===== config.mk =====
export PLATFORM = sky130hd
export DESIGN_NAME = cdb_result_queue
export DESIGN_NICKNAME = d
export VERILOG_FILES = /design/src/rtl/core_pkg.sv /design/src/rtl/rob_age_cmp.sv /design/src/rtl/cdb_result_queue.sv
export SDC_FILE = /design/constraint.sdc
export NUM_CORES = 1
export LEC_CHECK = 0
export CORE_MARGIN = 2
export CORE_UTILIZATION = 40
export CTS_CLUSTER_DIAMETER = 150
export DETAILED_ROUTE_END_ITERATION = 10
export PLACE_DENSITY_LB_ADDON = 0.25
export SLEW_MARGIN = 20
export SYNTH_ARGS = -nofsm -noshare
export SYNTH_HDL_FRONTEND = slang
export SYNTH_SLANG_ARGS = --single-unit

===== constraint.sdc =====
create_clock -name clk -period 9.7 [get_ports clk]
set_input_delay 0.97 -clock clk [delete_from_list [all_inputs] [get_ports clk]]
set_output_delay 0.97 -clock clk [all_outputs]
set_load 0.1 [all_outputs]

===== src/rtl/core_pkg.sv =====
// Shared core-wide widths, the CDB result record and the ROB age helper.
package core_pkg;

  localparam int unsigned XLEN       = 32;
  localparam int unsigned LOG2_PREGS = 6;
  localparam int unsigned LOG2_ROB   = 6;

  typedef struct packed {
    logic [LOG2_PREGS-1:0] tag;
    logic [XLEN-1:0]       value;
    logic [LOG2_ROB-1:0]   rob_tag;
  } cdb_result_t;

  // Distance of a ROB tag from the current oldest entry; wraps mod 2^LOG2_ROB.
  function automatic logic [LOG2_ROB-1:0] rob_age(input logic [LOG2_ROB-1:0] tag,
                                                  input logic [LOG2_ROB-1:0] head);
    return tag - head;
  endfunction

endpackage


===== src/rtl/rob_age_cmp.sv =====
// Combinational "is tag younger than the flush reference" compare, relative to rob_head.
module rob_age_cmp #(
  parameter int unsigned ROB_W = 6
) (
  input  logic [ROB_W-1:0] tag_i,
  input  logic [ROB_W-1:0] flush_tag_i,
  input  logic [ROB_W-1:0] head_i,
  output logic             younger_o
);

  logic [ROB_W-1:0] tag_age;
  logic [ROB_W-1:0] ref_age;

  // Ages wrap naturally in ROB_W-bit arithmetic; equal age (the branch itself) is not younger.
  always_comb begin
    tag_age   = tag_i - head_i;
    ref_age   = flush_tag_i - head_i;
    younger_o = (tag_age > ref_age);
  end

endmodule


===== src/rtl/cdb_result_queue.sv =====
// Per-EU result buffer in front of the CDB arbiter with selective and total squash.
module cdb_result_queue #(
  parameter int unsigned DEPTH  = 4,
  parameter int unsigned XLEN   = core_pkg::XLEN,
  parameter int unsigned PHYS_W = core_pkg::LOG2_PREGS,
  parameter int unsigned ROB_W  = core_pkg::LOG2_ROB
) (
  input  logic                     clk,
  input  logic                     reset,
  input  logic                     in_valid,
  output logic                     in_ready,
  input  logic [PHYS_W-1:0]        in_tag,
  input  logic [XLEN-1:0]          in_value,
  input  logic [ROB_W-1:0]         in_rob_tag,
  output logic                     out_valid,
  output logic [PHYS_W-1:0]        out_tag,
  output logic [XLEN-1:0]          out_value,
  output logic [ROB_W-1:0]         out_rob_tag,
  input  logic                     out_grant,
  input  logic                     flush_all,
  input  logic                     flush_valid,
  input  logic [ROB_W-1:0]         flush_rob_tag,
  input  logic [ROB_W-1:0]         rob_head,
  output logic [$clog2(DEPTH):0]   count
);

  localparam int unsigned AW = $clog2(DEPTH);

  logic [AW:0]        wr_q, wr_d, rd_q, rd_d;
  logic [DEPTH-1:0]   live_q, live_d;
  logic [PHYS_W-1:0]  tag_q   [DEPTH];
  logic [PHYS_W-1:0]  tag_d   [DEPTH];
  logic [XLEN-1:0]    value_q [DEPTH];
  logic [XLEN-1:0]    value_d [DEPTH];
  logic [ROB_W-1:0]   rob_q   [DEPTH];
  logic [ROB_W-1:0]   rob_d   [DEPTH];

  logic [AW-1:0]      wr_idx, rd_idx;
  logic               empty, full, push, pop;
  logic [DEPTH-1:0]   ent_young;
  logic               in_young, head_young;

  assign wr_idx = wr_q[AW-1:0];
  assign rd_idx = rd_q[AW-1:0];
  assign empty  = (wr_q == rd_q);
  assign full   = (wr_q[AW] != rd_q[AW]) && (wr_idx == rd_idx);
  assign count  = wr_q - rd_q;

  for (genvar i = 0; i < DEPTH; i++) begin : g_ent_cmp
    rob_age_cmp #(.ROB_W(ROB_W)) u_ent_cmp (
      .tag_i       (rob_q[i]),
      .flush_tag_i (flush_rob_tag),
      .head_i      (rob_head),
      .younger_o   (ent_young[i])
    );
  end

  rob_age_cmp #(.ROB_W(ROB_W)) u_in_cmp (
    .tag_i       (in_rob_tag),
    .flush_tag_i (flush_rob_tag),
    .head_i      (rob_head),
    .younger_o   (in_young)
  );

  rob_age_cmp #(.ROB_W(ROB_W)) u_head_cmp (
    .tag_i       (rob_q[rd_idx]),
    .flush_tag_i (flush_rob_tag),
    .head_i      (rob_head),
    .younger_o   (head_young)
  );

  // Handshake and head presentation; squash masking is combinational so no killed result escapes.
  always_comb begin
    in_ready    = !full && !reset;
    out_valid   = !empty && live_q[rd_idx] && !flush_all && !(flush_valid && head_young);
    out_tag     = tag_q[rd_idx];
    out_value   = value_q[rd_idx];
    out_rob_tag = rob_q[rd_idx];
    // Dead heads drain one per cycle without ever being offered.
    pop         = !flush_all && ((out_valid && out_grant) || (!empty && !live_q[rd_idx]));
    // A wrong-path incoming result is simply not written.
    push        = in_valid && in_ready && !flush_all && !(flush_valid && in_young);
  end

  // Next-state for pointers, live bits and storage.
  always_comb begin
    wr_d    = wr_q;
    rd_d    = rd_q;
    live_d  = live_q;
    tag_d   = tag_q;
    value_d = value_q;
    rob_d   = rob_q;
    if (flush_all) begin
      wr_d   = '0;
      rd_d   = '0;
      live_d = '0;
    end else begin
      if (flush_valid) live_d = live_q & ~ent_young;
      if (pop) begin
        live_d[rd_idx] = 1'b0;
        rd_d           = rd_q + 1'b1;
      end
      // Write slot never aliases a live slot: push needs !full, pop needs !empty.
      if (push) begin
        tag_d[wr_idx]   = in_tag;
        value_d[wr_idx] = in_value;
        rob_d[wr_idx]   = in_rob_tag;
        live_d[wr_idx]  = 1'b1;
        wr_d            = wr_q + 1'b1;
      end
    end
  end

  // State registers with synchronous reset; storage cleared so out_* read zero after reset.
  always_ff @(posedge clk) begin
    if (reset) begin
      wr_q   <= '0;
      rd_q   <= '0;
      live_q <= '0;
      for (int i = 0; i < DEPTH; i++) begin
        tag_q[i]   <= '0;
        value_q[i] <= '0;
        rob_q[i]   <= '0;
      end
    end else begin
      wr_q    <= wr_d;
      rd_q    <= rd_d;
      live_q  <= live_d;
      tag_q   <= tag_d;
      value_q <= value_d;
      rob_q   <= rob_d;
    end
  end

endmodule

### After elaboration in Yosys (flattened, before gate mapping)

Cells that the tools add are included.

| storage, ports and cells | value |
|---|---|
| flip-flop bits (word level) | 186 |
| bits of input ports | 62 |
| output and inout bits | 49 |

| operators by class | value |
|---|---|
| $add $sub $neg | 10 |
| order comparisons | 13 |
| eq/ne operators | 3 |
| multiplexer cells | 27 |
| bitwise operators | 8 |
| reductions and logical operators | 26 |

Operator list:

| cell | number |
|---|---|
| 128-bit bitwise mux | 1 |
| 32-bit 2-to-1 mux | 3 |
| 32-bit binary-select mux with 2-bit select | 1 |
| 32-bit demux with 2-bit select | 1 |
| 24-bit bitwise mux | 2 |
| 6-bit subtractor | 7 |
| 6-bit greater-than comparator | 6 |
| 6-bit 2-to-1 mux | 5 |
| 6-bit binary-select mux with 2-bit select | 2 |
| 4-bit 2-to-1 mux | 5 |
| 1-bit logical AND | 16 |
| 6-bit demux with 2-bit select | 1 |
| 4-bit AND | 2 |
| 4-bit inverter | 2 |
| 1-bit logical NOT | 7 |
| 3-bit by 1-bit adder with 3-bit output, second input constant | 2 |
| 3-bit >= comparator, second input constant | 2 |
| 2-bit by 3-bit less-than comparator with 1-bit output, second input constant | 2 |
| 2-bit inverter with 3-bit output | 2 |
| 1-bit demux with 2-bit select | 2 |
| 2-bit by 1-bit >= comparator with 1-bit output, second input constant | 2 |
| 4-bit OR | 1 |
| 3-bit == test | 1 |
| 3-bit by 1-bit less-than comparator with 1-bit output, second input constant | 1 |
| other kinds (9) | 11 |

### Longest topological paths before layout

| depth | value |
|---|---|
| depth in word-level cells | 16 |
| mapped depth | 18 |

### Modules after synthesis

A second synthesis with hierarchy kept.

| second synthesis, totals | value |
|---|---|
| cells, all modules | 1324 |
| area total of the unflattened synthesis | 11164.5 µm² |

Modules (own cells, without submodules):

| module | times used | cells an instance | area an instance (µm²) | sequential area each (µm²) |
|---|---|---|---|---|
| cdb_result_queue | 1 | 898 | 7823.8 | 3723.6 |
| rob_age_cmp | 6 | 71 | 556.8 | 0.0 |

### Least setup slack after synthesis

Ideal clock, no wire load.

| timing path | value |
|---|---|
| path kind | flip-flop to output port |
| start | register rd_q[1] |
| end | output port out_valid |
| arrival | 4.909 ns |
| setup slack | 3.821 ns |
| stages on the path, launching flop included | 16 |
| cells stage by stage | dfxtp_1 > buf_2 > buf_2 > buf_1 > mux4_2 > ha_1 > a21o_1 > a21oi_1 > o21bai_1 > a21oi_1 > xnor2_1 > ha_1 > nand4_1 > o21ai_0 > a31oi_1 > nor2_1 |

| between the ends | value |
|---|---|
| word-level cells in the longest chain between the ends | 9 |
| elaborated cells on any way between the ends | 15 |

RTL lines:

| what | RTL line | RTL |
|---|---|---|
| from (decl) | cdb_result_queue.sv:29 | `logic [AW:0] wr_q, wr_d, rd_q, rd_d;` |
| from (signal assigned) | cdb_result_queue.sv:127 | `rd_q <= rd_d;` |
| 2-bit inverter with 3-bit output | n/a |  |
| 6-bit binary-select mux with 2-bit select | n/a |  |
| 6-bit 2-to-1 mux (2 in series) | n/a |  |
| via out_rob_tag[1] | cdb_result_queue.sv:18 | `output logic [ROB_W-1:0] out_rob_tag,` |
| 6-bit subtractor | rob_age_cmp.sv:16 | `tag_age = tag_i - head_i;` |
| 6-bit greater-than comparator | rob_age_cmp.sv:18 | `younger_o = (tag_age > ref_age);` |
| 1-bit logical AND | cdb_result_queue.sv:75 | `out_valid = !empty && live_q[rd_idx] && !flush_all && !(flush_valid && head_young);` |
| 1-bit logical NOT | cdb_result_queue.sv:75 |  |
| 1-bit logical AND | cdb_result_queue.sv:75 |  |
| to (decl) | cdb_result_queue.sv:15 | `output logic out_valid,` |

The timed path passes the listed nets, and every way through them passes these cells. The select of a mux whose other input is x is not followed.

### Worst setup path after layout

| timing path | value |
|---|---|
| start | input port rob_head[1] |
| end | output port out_valid |

| between the ends | value |
|---|---|
| word-level cells in the longest chain between the ends | 5 |
| elaborated cells on any way between the ends | 6 |

RTL lines:

| what | RTL line | RTL |
|---|---|---|
| from (decl) | cdb_result_queue.sv:23 | `input logic [ROB_W-1:0] rob_head,` |
| 6-bit subtractor (on tied branches) | rob_age_cmp.sv:16, rob_age_cmp.sv:17 |  |
| 6-bit greater-than comparator (*) | rob_age_cmp.sv:18 |  |
| 1-bit logical AND (*) | cdb_result_queue.sv:75 |  |
| 1-bit logical NOT (*) | cdb_result_queue.sv:75 |  |
| 1-bit logical AND (*) | cdb_result_queue.sv:75 |  |

Every way passes the cells marked *; elsewhere a longest branch is shown, timed or not.

==> impl_metrics.toml <==
[run_status]
status = "complete, no violations"

[cts]
cts_buffers = 17
clk_latency_ns = 0.44
ctsResizeCount = 0
clockBufferDepth = 2
cts_htree_levels = 4
cts_root_buf = "clkbuf_16"
cts_sinks = 186
clkSlewWorstSetupHoldPaths_ns = 0.07
cts_hold_buf = 0
cts_tree = "built"
post-cts-setup-buffers = 0

[route]
drtIter0Drc = 538
drt_first_pass_iters = 8
wl_um = 26100
routed_via_density = 5.21
ant_nets = 0
drt_drc_violations_left = 0
wl_per_cell_um = 16.9
vias = 8038

[synth]
ys.flop_type = "dfxtp_1"
syn_nets = 1276
synth_common_cells = "nand2_1, a21oi_1, dfxtp_1"
postSynthCellCount = 1128
yosysMostFrequentCell = "nand2_1"
yosys_warnings = 0
synth_top_area_share_pct = 37.5
synth_seq_cells = 186
synth-async-reset-ratio_pct = 0
yosysSeqAreaShare_pct = 37.5
synth.area.top_cells = "dfxtp_1, nand2_1, mux4_2"
synth_edf_count = 0
syn_area_per_cell_um2 = 8.79
synthDistinctLibCells = 38
synth.largest_area_cell = "dfxtp_1"
netlist_area_um2 = 9920

[timing]
rsz0062_at_grt = "no"
max_slew_margin_pct = 30.8
skew_ns = 0.0116
period_needed_ns = 6.22
tightest_slew_ns = 1.04
setup_tns_ns = 0
holdWs_ns = 0.452
finalCritPeriodShare_pct = 64.1
setup_viol = 0
fin_ws_ns = 3.48
max_freq_mhz = 161
maxSlewViolCount = 0
finalHoldViolCount = 0

[die]
core_area_um2 = 24300
chipHeight_um = 161
rows = 57
io_pins = 111
fp.dieW_um = 161
initial_utilization_pct = 40.8
die_area_um2 = 26100

[critical_path]
end_kind = "output pin"
startpoint_type = "input pin"
worstPathMaxFanout = 14
cp_data_required_time_ns = 8.73
cp.arrival_ns = 5.25
crit_type = "in2out"

[power]
power.density_nw_per_um2 = 166
power_mw = 1.94
leakagePower_nw = 4.24
ir_worst_vdd_uv = 119

[layout]
diodes = 0
drive_gt1_share_pct = 8.46
layout.cells.non_filler = 1542
area_delta_synth_final_pct = 18.4
post-route-util_pct = 48.3
stdcell_area_um2 = 11700
final_net_count = 1353

[placement]
dp_hpwl_um = 16900
place_area_um2 = 11100
dp_cells = 1510
port_buffers = 110
dp_slack_ns = 3.41
gp_congestion = 0.862

[grt]
grt_pass1_wl_um = 41600
antenna_found_initial = 0
grt_max_degree = 99
grt_usage_pct = 20.3
grt_pass1_vias = 7755
overflow = 0

[run]
drv_cap = 0

[worst_hold_path]
hold_class = "reg2reg"
-- power by group --
part           internal [mW]  leakage (nW)  total, mW  switching (mW)
clock                  0.374         0.289      0.707           0.333
sequential             0.777          1.50      0.790          0.0131
combinational          0.159          2.45      0.448           0.289
total                   1.31          4.24       1.94           0.635
-- registers in the layout, summed over array words and instances (netlist names) --
signal and count:
value_q 128, rob_q 24, live_q 4, wr_q 3, rd_q 3, tag_q 24
-- cells in the final DEF, fill, tap and decap left out, types with 5 or more instances in the layout --
cell type and count:
a21o_1 23, a21oi_1 201, buf_4 12, clkbuf_16 17
clkdlybuf4s50_1 109, dfxtp_1 184, fa_1 8, ha_1 78
inv_1 36, inv_8 5, mux4_2 45, nand2_1 361
nand3_1 11, nor2_1 10, o211ai_1 6, o21ai_0 8
o21bai_1 6, o31ai_1 5, xnor2_1 31, xor2_1 11
-- worst max-delay path: stages --
cell and delay (ns):
clkdlybuf4s50_1 0.40, inv_1 0.46, ha_1 0.35, a21o_1 0.16
a21o_1 0.19, a21o_1 0.17, a21oi_1 0.16, xnor2_1 0.34
ha_1 0.37, nand4_1 0.11, o21bai_1 0.11, a31oi_1 0.18
nor2_1 0.14, clkdlybuf4s50_1 1.14
-- final cells by class --
type | count | area [um^2]
clock buffers | 18 | 439
clock inverters | 14 | 158
fillers | 2329 | 12600
inverters | 36 | 135
multi-input cells | 843 | 5700
flip-flops and latches | 186 | 3730
well taps | 324 | 405
repair buffers | 121 | 1180
-- kinds of logic after synthesis --
| kind of cell | after synthesis | share of synthesized area, % |
|---|---|---|
| adders and majority gates | 86 | 11.5 |
| muxes | 48 | 10.5 |
| DFF | 186 | 37.5 |
| buffers and inverters | 99 | 5.29 |
| AOI/OAI and AO/OA | 270 | 15.9 |
| and+or+nand+nor | 397 | 15.6 |
| xor gates and xnor gates | 42 | 3.71 |
-- metal layers --
metal	GRT usage [%]	up-vias	routed length, um
met5	0	-	0
met4	5.11	0	315
met3	3.83	21	1260
met1	27.3	3837	12000
li1	-	4010	-
met2	33.6	170	12500
-- final timing paths --
path	start	end	slack [ns]	cells past startpoint
max reg2reg	rd_q[0]	live_q[3]	5.42	14
max	rob_head[1]	out_valid	3.48	14
min reg2reg	value_q[93]	value_q[93]	0.45	2
min	value_q[93]	value_q[93]	0.45	2
Note: power is estimated with default switching activity, not from simulation.
